File: src/rtl/ctrl_pkg.sv
// Shared types and encodings for the multi-cycle RV32I control unit.
package ctrl_pkg;

  typedef enum logic [2:0] {
    FETCH  = 3'd0,
    DECODE = 3'd1,
    EXEC   = 3'd2,
    MEM    = 3'd3,
    WB     = 3'd4,
    TRAP   = 3'd5
  } state_t;

  typedef enum logic [3:0] {
    C_R      = 4'd0,
    C_IALU   = 4'd1,
    C_LOAD   = 4'd2,
    C_STORE  = 4'd3,
    C_BRANCH = 4'd4,
    C_JAL    = 4'd5,
    C_JALR   = 4'd6,
    C_LUI    = 4'd7,
    C_AUIPC  = 4'd8,
    C_ILL    = 4'd9
  } iclass_t;

  localparam logic [6:0] OP_R      = 7'b0110011;
  localparam logic [6:0] OP_IALU   = 7'b0010011;
  localparam logic [6:0] OP_LOAD   = 7'b0000011;
  localparam logic [6:0] OP_STORE  = 7'b0100011;
  localparam logic [6:0] OP_BRANCH = 7'b1100011;
  localparam logic [6:0] OP_JAL    = 7'b1101111;
  localparam logic [6:0] OP_JALR   = 7'b1100111;
  localparam logic [6:0] OP_LUI    = 7'b0110111;
  localparam logic [6:0] OP_AUIPC  = 7'b0010111;

  localparam logic [3:0] ALU_ADD   = 4'b0000;
  localparam logic [3:0] ALU_SUB   = 4'b0001;
  localparam logic [3:0] ALU_SLT   = 4'b0010;
  localparam logic [3:0] ALU_SLTU  = 4'b0011;
  localparam logic [3:0] ALU_XOR   = 4'b0100;
  localparam logic [3:0] ALU_OR    = 4'b0101;
  localparam logic [3:0] ALU_AND   = 4'b0110;
  localparam logic [3:0] ALU_SLL   = 4'b0111;
  localparam logic [3:0] ALU_SRL   = 4'b1000;
  localparam logic [3:0] ALU_SRA   = 4'b1001;
  localparam logic [3:0] ALU_PASSB = 4'b1010;

  localparam logic [1:0] WB_MEM = 2'b00;
  localparam logic [1:0] WB_ALU = 2'b01;
  localparam logic [1:0] WB_PC4 = 2'b10;

  localparam logic [1:0] CAUSE_NONE = 2'b00;
  localparam logic [1:0] CAUSE_ILL  = 2'b01;
  localparam logic [1:0] CAUSE_IMEM = 2'b10;
  localparam logic [1:0] CAUSE_DMEM = 2'b11;

  localparam logic [31:0] NOP_INSN = 32'h0000_0013;

endpackage

File: src/rtl/ctrl_fsm_insn_decode.sv
// Combinational classification of the latched instruction into class and datapath selects.
module insn_decode
  import ctrl_pkg::*;
(
  input  logic [6:0] opcode,
  input  logic [2:0] funct3,
  input  logic       funct7b5,
  output iclass_t    iclass,
  output logic [3:0] alu_op,
  output logic       opa_sel,
  output logic       opb_sel,
  output logic       br_un,
  output logic       illegal,
  output logic       br_bad
);

  // funct7[5] only matters for SUB (register form) and SRA
  function automatic logic [3:0] alu_from_funct(input logic [2:0] f3, input logic alt,
                                                input logic allow_sub);
    case (f3)
      3'b000:  alu_from_funct = (alt && allow_sub) ? ALU_SUB : ALU_ADD;
      3'b001:  alu_from_funct = ALU_SLL;
      3'b010:  alu_from_funct = ALU_SLT;
      3'b011:  alu_from_funct = ALU_SLTU;
      3'b100:  alu_from_funct = ALU_XOR;
      3'b101:  alu_from_funct = alt ? ALU_SRA : ALU_SRL;
      3'b110:  alu_from_funct = ALU_OR;
      3'b111:  alu_from_funct = ALU_AND;
      default: alu_from_funct = ALU_ADD;
    endcase
  endfunction

  // opcode classification
  always_comb begin
    iclass  = C_ILL;
    alu_op  = ALU_ADD;
    opa_sel = 1'b0;
    opb_sel = 1'b0;
    br_un   = 1'b0;
    illegal = 1'b0;
    br_bad  = 1'b0;
    case (opcode)
      OP_R: begin
        iclass  = C_R;
        opb_sel = 1'b1;
        alu_op  = alu_from_funct(funct3, funct7b5, 1'b1);
      end
      OP_IALU: begin
        iclass = C_IALU;
        alu_op = alu_from_funct(funct3, funct7b5, 1'b0);
      end
      OP_LOAD:  iclass = C_LOAD;
      OP_STORE: iclass = C_STORE;
      OP_BRANCH: begin
        iclass  = C_BRANCH;
        opa_sel = 1'b1;
        br_un   = funct3[2] & funct3[1];
        br_bad  = (funct3[2:1] == 2'b01);
      end
      OP_JAL: begin
        iclass  = C_JAL;
        opa_sel = 1'b1;
      end
      OP_JALR: iclass = C_JALR;
      OP_LUI: begin
        iclass = C_LUI;
        alu_op = ALU_PASSB;
      end
      OP_AUIPC: begin
        iclass  = C_AUIPC;
        opa_sel = 1'b1;
      end
      default: illegal = 1'b1;
    endcase
  end

endmodule

File: src/rtl/ctrl_fsm.sv
// Multi-cycle RV32I control FSM: FETCH/DECODE/EXEC/MEM/WB with ack timeouts and a sticky trap.
module ctrl_fsm
  import ctrl_pkg::*;
#(
  parameter int ALU_OP_W    = 4,
  parameter int MEM_TIMEOUT = 15,
  parameter int TO_W        = 8
) (
  input  logic                clk,
  input  logic                rst_n,
  input  logic [31:0]         imem_rdata,
  input  logic                imem_ack,
  input  logic                dmem_ack,
  input  logic                br_less,
  input  logic                br_equal,
  output logic                imem_req,
  output logic [31:0]         ir_o,
  output logic                pc_wren,
  output logic                pc_sel,
  output logic                rd_wren,
  output logic                br_un,
  output logic                opa_sel,
  output logic                opb_sel,
  output logic [ALU_OP_W-1:0] alu_op,
  output logic                mem_rden,
  output logic                mem_wren,
  output logic [1:0]          wb_sel,
  output logic                insn_vld,
  output logic                trap,
  output logic [1:0]          trap_cause
);

  state_t          state_r, state_nx;
  logic [31:0]     ir_r;
  logic [TO_W-1:0] cnt_r, cnt_nx, cnt_inc_s;
  logic [1:0]      cause_r, cause_nx;
  logic            load_ir_s, timeout_s, taken_s;

  iclass_t         iclass_s;
  logic [3:0]      dec_alu_s;
  logic            dec_opa_s, dec_opb_s, dec_bun_s, dec_ill_s, dec_brbad_s;

  logic            imem_req_s, pc_wren_s, pc_sel_s, rd_wren_s, dp_en_s;
  logic            mem_rden_s, mem_wren_s, insn_vld_s;
  logic [1:0]      wb_sel_s;

  insn_decode u_decode (
    .opcode   (ir_r[6:0]),
    .funct3   (ir_r[14:12]),
    .funct7b5 (ir_r[30]),
    .iclass   (iclass_s),
    .alu_op   (dec_alu_s),
    .opa_sel  (dec_opa_s),
    .opb_sel  (dec_opb_s),
    .br_un    (dec_bun_s),
    .illegal  (dec_ill_s),
    .br_bad   (dec_brbad_s)
  );

  // An ack in the cycle the count would reach MEM_TIMEOUT is checked first and wins
  assign cnt_inc_s = cnt_r + {{(TO_W-1){1'b0}}, 1'b1};
  assign timeout_s = (cnt_inc_s == TO_W'(MEM_TIMEOUT));

  // state, instruction register, wait counter and trap cause
  always_ff @(posedge clk) begin
    if (!rst_n) begin
      state_r <= FETCH;
      ir_r    <= NOP_INSN;
      cnt_r   <= {TO_W{1'b0}};
      cause_r <= CAUSE_NONE;
    end else begin
      state_r <= state_nx;
      cnt_r   <= cnt_nx;
      cause_r <= cause_nx;
      if (load_ir_s) begin
        ir_r <= imem_rdata;
      end
    end
  end

  // branch condition from funct3 and the comparator flags
  always_comb begin
    case (ir_r[14:12])
      3'b000:         taken_s = br_equal;
      3'b001:         taken_s = ~br_equal;
      3'b100, 3'b110: taken_s = br_less;
      3'b101, 3'b111: taken_s = ~br_less;
      default:        taken_s = 1'b0;
    endcase
  end

  // next state and strobes
  always_comb begin
    state_nx   = state_r;
    cnt_nx     = {TO_W{1'b0}};
    cause_nx   = cause_r;
    load_ir_s  = 1'b0;
    imem_req_s = 1'b0;
    pc_wren_s  = 1'b0;
    pc_sel_s   = 1'b0;
    rd_wren_s  = 1'b0;
    dp_en_s    = 1'b0;
    mem_rden_s = 1'b0;
    mem_wren_s = 1'b0;
    insn_vld_s = 1'b0;
    wb_sel_s   = WB_MEM;
    case (state_r)
      FETCH: begin
        imem_req_s = 1'b1;
        if (imem_ack) begin
          load_ir_s = 1'b1;
          state_nx  = DECODE;
        end else if (timeout_s) begin
          state_nx = TRAP;
          cause_nx = CAUSE_IMEM;
        end else begin
          cnt_nx = cnt_inc_s;
        end
      end
      DECODE: begin
        if (dec_ill_s) begin
          state_nx = TRAP;
          cause_nx = CAUSE_ILL;
        end else begin
          state_nx = EXEC;
        end
      end
      EXEC: begin
        dp_en_s = 1'b1;
        case (iclass_s)
          C_LOAD, C_STORE: state_nx = MEM;
          C_BRANCH: begin
            if (dec_brbad_s) begin
              state_nx = TRAP;
              cause_nx = CAUSE_ILL;
            end else begin
              pc_wren_s  = 1'b1;
              pc_sel_s   = taken_s;
              insn_vld_s = 1'b1;
              state_nx   = FETCH;
            end
          end
          C_ILL: begin
            state_nx = TRAP;
            cause_nx = CAUSE_ILL;
          end
          default: state_nx = WB;
        endcase
      end
      MEM: begin
        dp_en_s = 1'b1;
        if (iclass_s == C_STORE) begin
          mem_wren_s = 1'b1;
        end else begin
          mem_rden_s = 1'b1;
        end
        if (dmem_ack) begin
          if (iclass_s == C_STORE) begin
            pc_wren_s  = 1'b1;
            insn_vld_s = 1'b1;
            state_nx   = FETCH;
          end else begin
            state_nx = WB;
          end
        end else if (timeout_s) begin
          state_nx = TRAP;
          cause_nx = CAUSE_DMEM;
        end else begin
          cnt_nx = cnt_inc_s;
        end
      end
      WB: begin
        dp_en_s    = 1'b1;
        rd_wren_s  = 1'b1;
        pc_wren_s  = 1'b1;
        insn_vld_s = 1'b1;
        state_nx   = FETCH;
        case (iclass_s)
          C_LOAD:         wb_sel_s = WB_MEM;
          C_JAL, C_JALR: begin
            wb_sel_s = WB_PC4;
            pc_sel_s = 1'b1;
          end
          default:        wb_sel_s = WB_ALU;
        endcase
      end
      TRAP:    state_nx = TRAP;
      default: state_nx = FETCH;
    endcase
  end

  // every output except ir_o is forced low while reset is asserted
  assign imem_req   = rst_n & imem_req_s;
  assign ir_o       = ir_r;
  assign pc_wren    = rst_n & pc_wren_s;
  assign pc_sel     = rst_n & pc_sel_s;
  assign rd_wren    = rst_n & rd_wren_s;
  assign br_un      = rst_n & dp_en_s & dec_bun_s;
  assign opa_sel    = rst_n & dp_en_s & dec_opa_s;
  assign opb_sel    = rst_n & dp_en_s & dec_opb_s;
  assign alu_op     = (rst_n && dp_en_s) ? ALU_OP_W'(dec_alu_s) : {ALU_OP_W{1'b0}};
  assign mem_rden   = rst_n & mem_rden_s;
  assign mem_wren   = rst_n & mem_wren_s;
  assign wb_sel     = rst_n ? wb_sel_s : 2'b00;
  assign insn_vld   = rst_n & insn_vld_s;
  assign trap       = rst_n & (state_r == TRAP);
  assign trap_cause = rst_n ? cause_r : 2'b00;

endmodule

File: config.mk
export PLATFORM = sky130hd
export DESIGN_NAME = ctrl_fsm
export DESIGN_NICKNAME = d
export VERILOG_FILES = /design/src/rtl/ctrl_pkg.sv /design/src/rtl/ctrl_fsm_insn_decode.sv /design/src/rtl/ctrl_fsm.sv
export SDC_FILE = /design/constraint.sdc
export NUM_CORES = 1
export LEC_CHECK = 0
export ABC_CLOCK_PERIOD_IN_PS = 4800
export CORE_MARGIN = 1
export CORE_UTILIZATION = 35
export DETAILED_ROUTE_END_ITERATION = 10
export PLACE_DENSITY = 0.66
export SETUP_SLACK_MARGIN = 0.5
export SKIP_LAST_GASP = 1
export SYNTH_ARGS = -nofsm -noshare
export SYNTH_HDL_FRONTEND = slang
export SYNTH_SLANG_ARGS = --single-unit
export TNS_END_PERCENT = 20
File: constraint.sdc
create_clock -name clk -period 4.8 [get_ports clk]
set_input_delay 0.72 -clock clk [delete_from_list [all_inputs] [get_ports clk]]
set_output_delay 0.72 -clock clk [all_outputs]
set_load 0.01 [all_outputs]
; ---- After elaboration in Yosys (flattened, before gate mapping)
; Cells that the tools add are included.
[op_classes]
add_sub_neg = 1
n_eq_ne = 36
muxes = 53
bitwise = 14
n_reduce_logical = 12
[ops]
columns = operator, n
row1 = $pmux W4 S8, 2
row2 = $pmux W4 S9, 1
row3 = $mux W8, 3
row4 = $eq A7 B6 Y1 const B, 3
row5 = $eq A7 B7 Y1 const B, 3
row6 = $mux W1, 21
row7 = $eq A3 B3 Y1 const B, 6
row8 = $mux W2, 9
row9 = $mux W3, 6
row10 = $pmux W8 S2, 1
row11 = $pmux W3 S5, 1
row12 = $eq A7 B5 Y1 const B, 2
row13 = $and A1 B1 Y1, 12
row14 = $eq A3 B2 Y1 const B, 4
row15 = $eq A4 B3 Y1 const B, 3
row16 = $pmux W4 S3, 1
row17 = $ne A2 B2 Y1 const B, 5
row18 = $pmux W3 S3, 1
row19 = $reduce_or A9 Y1, 1
row20 = $add A8 B1 Y8 const B, 1
row21 = $eq A4 B2 Y1 const B, 2
row22 = $eq A8 B4 Y1 const B, 1
row23 = $pmux W2 S2, 2
row24 = $pmux W2 S4, 1
row25 = 17 further kinds, 24
[word_totals]
reg_bits = 45
input_bits = 38

; ---- Depth between registers and ports, before layout
[logic_depth]
word_depth = 7
mapped_depth = 6
depth_no_buf = 6

; ---- By module
; Synthesis repeated with hierarchy kept, for this count alone.
[unflattened]
hier_cells = 342
area_unflattened_um2 = 2552.4
[modules_own_cells]
columns = module, n_inst, cells_each, area_per_inst_um2, seq_area_each_um2
row1 = ctrl_fsm, 1, 284, 2187.1, 900.9
row2 = insn_decode, 1, 58, 365.4, 0.0

; ---- Worst setup path after synthesis
; OpenSTA, ideal clock, no wires.
[synth_path]
kind = flip-flop to output port
from = register ir_r[6] (netlist: ir_o[6])
to = output port pc_wren
arrival_ps = 1719
t_required_ps = 4080
setup_slack_ps = 2361
stages_incl_launch_ff = 7
path_buffers = 2
cell_sequence = dfxtp_1 -> clkbuf_1 -> nand3b_2 -> nor4_2 -> nor2_1 -> a21oi_1 -> buf_4
[synth_via]
elab_chain_cells = 7
word_cells_on_any_way = 19
classes_between = eq/ne: 11 / mux: 7 / bitwise: 1
[synth_rtl]
columns = item, line_no
row1 = "start, declared", ctrl_fsm.sv:34  ; logic [31:0] ir_r;
row2 = "start signal, assigned", ctrl_fsm.sv:76  ; ir_r <= imem_rdata;
row3 = $eq A7 B5 Y1 (tied with other cells), ctrl_fsm_insn_decode.sv:42  ; case (opcode)
row4 = $pmux W4 S9, ctrl_fsm_insn_decode.sv:42
row5 = $eq A4 B2 Y1, ctrl_fsm.sv:158  ; if (iclass_s == C_STORE) begin
row6 = $mux W1 (2 in series), -
row7 = $pmux W1 S3 (*), -
row8 = $and A1 B1 Y1 (*), -
row9 = "end, declared", ctrl_fsm.sv:18  ; output logic pc_wren,
; Mark *: on every way between the ends. The rest lies on a longest branch, timed or not.

; ---- Final worst setup path
[layout_path]
from = input port rst_n
to = output port pc_sel
[layout_via]
elab_chain_cells = 1
[layout_rtl]
columns = item, line_no
row1 = "start, declared", ctrl_fsm.sv:10  ; input logic rst_n,
row2 = $and A1 B1 Y1, ctrl_fsm.sv:196  ; assign pc_sel = rst_n & pc_sel_s;
row3 = "end, declared", ctrl_fsm.sv:19  ; output logic pc_sel,
; Every way passes these cells.

==> metrics.md <==
| Metric | Value |
|---|---|
| VDD IR-drop max | `approximately 0.00022 V` |
| CP Max Fanout | `36` |
| Simple-gate share of the synthesized area | `0.317` |
| Critical Path AT | `~2700 ps` |
| Prevailing post-synth register cell | `dfxtp_1` |
| GRT Total Usage | `0.188` |
| Final Hold Vio Count | `0` |
| CP top delay family | `buffers and inverters` |
| Initial DRC count | `95` |
| DRC | `4` |
| Final net count | `418` |
| Slew HR | `0.527` |
| Slowest stage cell, crit path | `clkdlybuf4s50_1` |
| Setup TNS | `0 ps` |
| Synth top area share | `0.383` |
| Synth cell types | `57` |
| Worst path most repeated cell | `clkdlybuf4s50_1` |
| Via count | `2331` |
| Fin util | `0.522` |
| Power Dens Cells | `407 nW/um^2` |
| Die span in x | `84 um` |
| Status | `finished, violations left` |
| Post-synthesis mux area share | `0.00904` |
| Die Area | `7060 um^2` |
| Worst Path Buf+Inv | `3` |
| Startpoint types | `input port` |
| Pins Over Slew Limit | `0` |
| Largest net degree at the start of global routing | `37` |
| GPL Wtd Cong | `a little over 0.8` |
| ANT nets after route | `0` |
| Period utilization | `0.713` |
| Area share of fa/ha/maj cells after synthesis | `0.0149` |
| Leading area contributor after synthesis | `dfxtp_1` |
| Unrepaired setup endpoints after global routing | `false` |
| Max-cap violations | `0` |
| Share of cells above drive strength 1 | `0.0475` |
| Initial antenna violation count | `0` |
| Synth Warn # | `0` |
| Core area | `6420 um^2` |
| Critical path depth in cells | `6` |
| Clk sinks | `45` |
| Reg2reg start | `ir_o[3]` |
| Largest family of logic cells by synthesized area | `simple AND/OR/NAND/NOR gates` |
| Syn nets | `340` |
| Source of the critical timing path | `rst_n` |
| Pre-antenna DRT Iters | `8` |
| Post-CTS Resized | `0` |
| Ant. Diodes | `0` |
| Clock skew | `7.00 ps` |
| Worst-path cell chain | `clkdlybuf4s50_1, buf_4, nand2_1, nor3_1, a41o_1, clkdlybuf4s50_1` |
| Htree depth | `2` |
| Wire per inst | `13.7 um` |
| Vias in the first global route | `between 2000 and 2500` |
| Synth cell count leaders | `nand2_1 (75), dfxtp_1 (45), a21boi_0 (24)` |
| Synth Register Bits | `45` |
| FF-to-FF End | `cause_r[0]` |
| Vias per cell | `5.11` |
| Num CTS Buffers | `5` |
| Initial core utilization | `0.366` |
| Leakage Power | `1.22 nW` |
| Reg2Reg Setup Slack | `2610 ps` |
| Area fraction in compound gates after synthesis | `0.199` |
| Synth Area in XOR/XNOR | `0.0260` |
| Routed wire length | `6260 um` |
| Io pins | `89` |
| HP Class | `reg2reg` |
| Top cells by area, synth | `dfxtp_1 (38%), nand2_1 (12%), a21boi_0 (7.7%)` |
| Setup CP Type | `in2out` |
| Port Buf Inserts | `88` |
| Largest stage delay, worst path | `around 570 ps` |
| Die height | `84 um` |
| CP endpoint | `pc_sel` |
| Global-route wire length before repair | `10700 um` |
| Slew of the pin with the lowest slew margin | `702 ps` |
| Setup crit end kind | `output port` |
| Fin crit period | `3420 ps` |
| Detailed Place HPWL | `~4400 um` |
| # hold bufs at CTS | `0` |
| Fmax | `0.292 GHz` |
| WP data required | `4080 ps` |
| Post-Syn Area | `2350 um^2` |
| Worst-Skew Late Latency | `about 290 ps` |
| CTS tree | `built` |
| Clock buffer depth | `2` |
| Mean post-synth cell area | `7.85 um^2` |
| Seq/Total Area, Yosys | `0.383` |
| Asr flop ratio synth | `0` |
| Mapped Cells | `300` |
| Setup violators final | `0` |
| Overflow after GRT | `0` |
| Failing checks | `design-rule violations` |
| Post-CTS setup repair buffer count | `0` |
| FF-to-FF path depth | `5` |
| Count leader, synth | `nand2_1` |
| Site Rows | `29` |
| Layout area overhead | `42.3%` |
| Worst-path clk slew | `80 ps` |
| Clock Root Buffer | `clkbuf_8` |
| Post-synth EDFFs | `0` |
per-layer routing:
metal  up-vias  part of all wire  GRT usage
met4         0            0.0035     0.0313
met1      1074              0.45      0.245
met2        71              0.45      0.285
met5         -                 0          0
li1       1184                 -          -
met3         2             0.093     0.0890
sequential cells by signal, summed over array words and instances, names as in the netlist:
signal,cells
cnt_r,8
ir_o,32
cause_r,2
state_r,3
kinds of logic (layout without fill, tap and decap cells):
group,Yosys count,in the layout
AND/OR/NAND/NOR,155,155
AO/OA/AOI/OAI,62,62
flip-flops,45,45
buffers and inverters,26,105
XOR/XNOR,7,7
adder cells (fa/ha/maj),3,3
multiplexers,2,2
per-stage QoR:
stage               total power [mW]  hold slack (ps)  cells  setup WS (ps)  cell area (um^2)
floorplan                      0.900              443    300           2360              2350
global placement                1.14              449    448           1390              3260
detailed placement              1.14              454    448           1380              3260
CTS                             1.38              469    456           1370              3350
global route                    1.48              496    456           1240              3350
finish                          1.36              464    456           1380              3350
area by class of cell:
class | count | area (um^2)
Fill cell | 604 | 3070
Multi-Input combinational cell | 229 | 1340
Timing Repair Buffer | 91 | 903
Sequential cell | 45 | 901
Tap cell | 77 | 96.3
Clock buffer | 6 | 72.6
Inverter | 6 | 22.5
Clock inverter | 2 | 15.0
layout by cell type (no fill, tap or decap), drive strengths merged, types with 2 or more instances in the layout:
| cell type | instances |
|---|---|
| a21boi | 29 |
| xnor2 | 2 |
| and2 | 2 |
| nor4 | 5 |
| nor2 | 22 |
| nand3 | 12 |
| nor3 | 5 |
| a21oi | 7 |
| clkinvlp | 2 |
| nand2 | 75 |
| nand2b | 8 |
| or2 | 3 |
| nor2b | 7 |
| inv | 6 |
| a22oi | 2 |
| clkbuf | 6 |
| xor2 | 5 |
| nand4 | 2 |
| a31oi | 3 |
| dfxtp | 45 |
| and3 | 3 |
| o21ai | 7 |
| nand3b | 2 |
| ha | 2 |
| buf | 3 |
| clkdlybuf4s50 | 88 |
power breakdown:
group	switching (mW)	internal [mW]	leakage (nW)
registers	0.0992	0.447	0.368
logic	0.301	0.287	0.815
clock network	0.129	0.103	0.0374
worst register-to-register path, cell delays in order (launching register included):
cell	delay [ps]
dfxtp_1	550
nand4bb_1	370
nor4_2	140
a2111o_1	410
a221oi_2	270
mux2_1	350
how the worst min path moves through the flow:
stage / depth (start not counted) / slack (ps) / end / start
3_5_place_dp: 2 / 450 / ir_o[7] / ir_o[7]
3_3_place_gp: 2 / 450 / ir_o[18] / ir_o[18]
2_1_floorplan: 2 / 440 / cause_r[1] / cause_r[1]
4_1_cts: 2 / 470 / ir_o[18] / ir_o[18]
6_report: 2 / 460 / ir_o[15] / ir_o[15]
5_1_grt: 2 / 500 / ir_o[15] / ir_o[15]
Note: power is estimated with default switching activity, not from simulation.
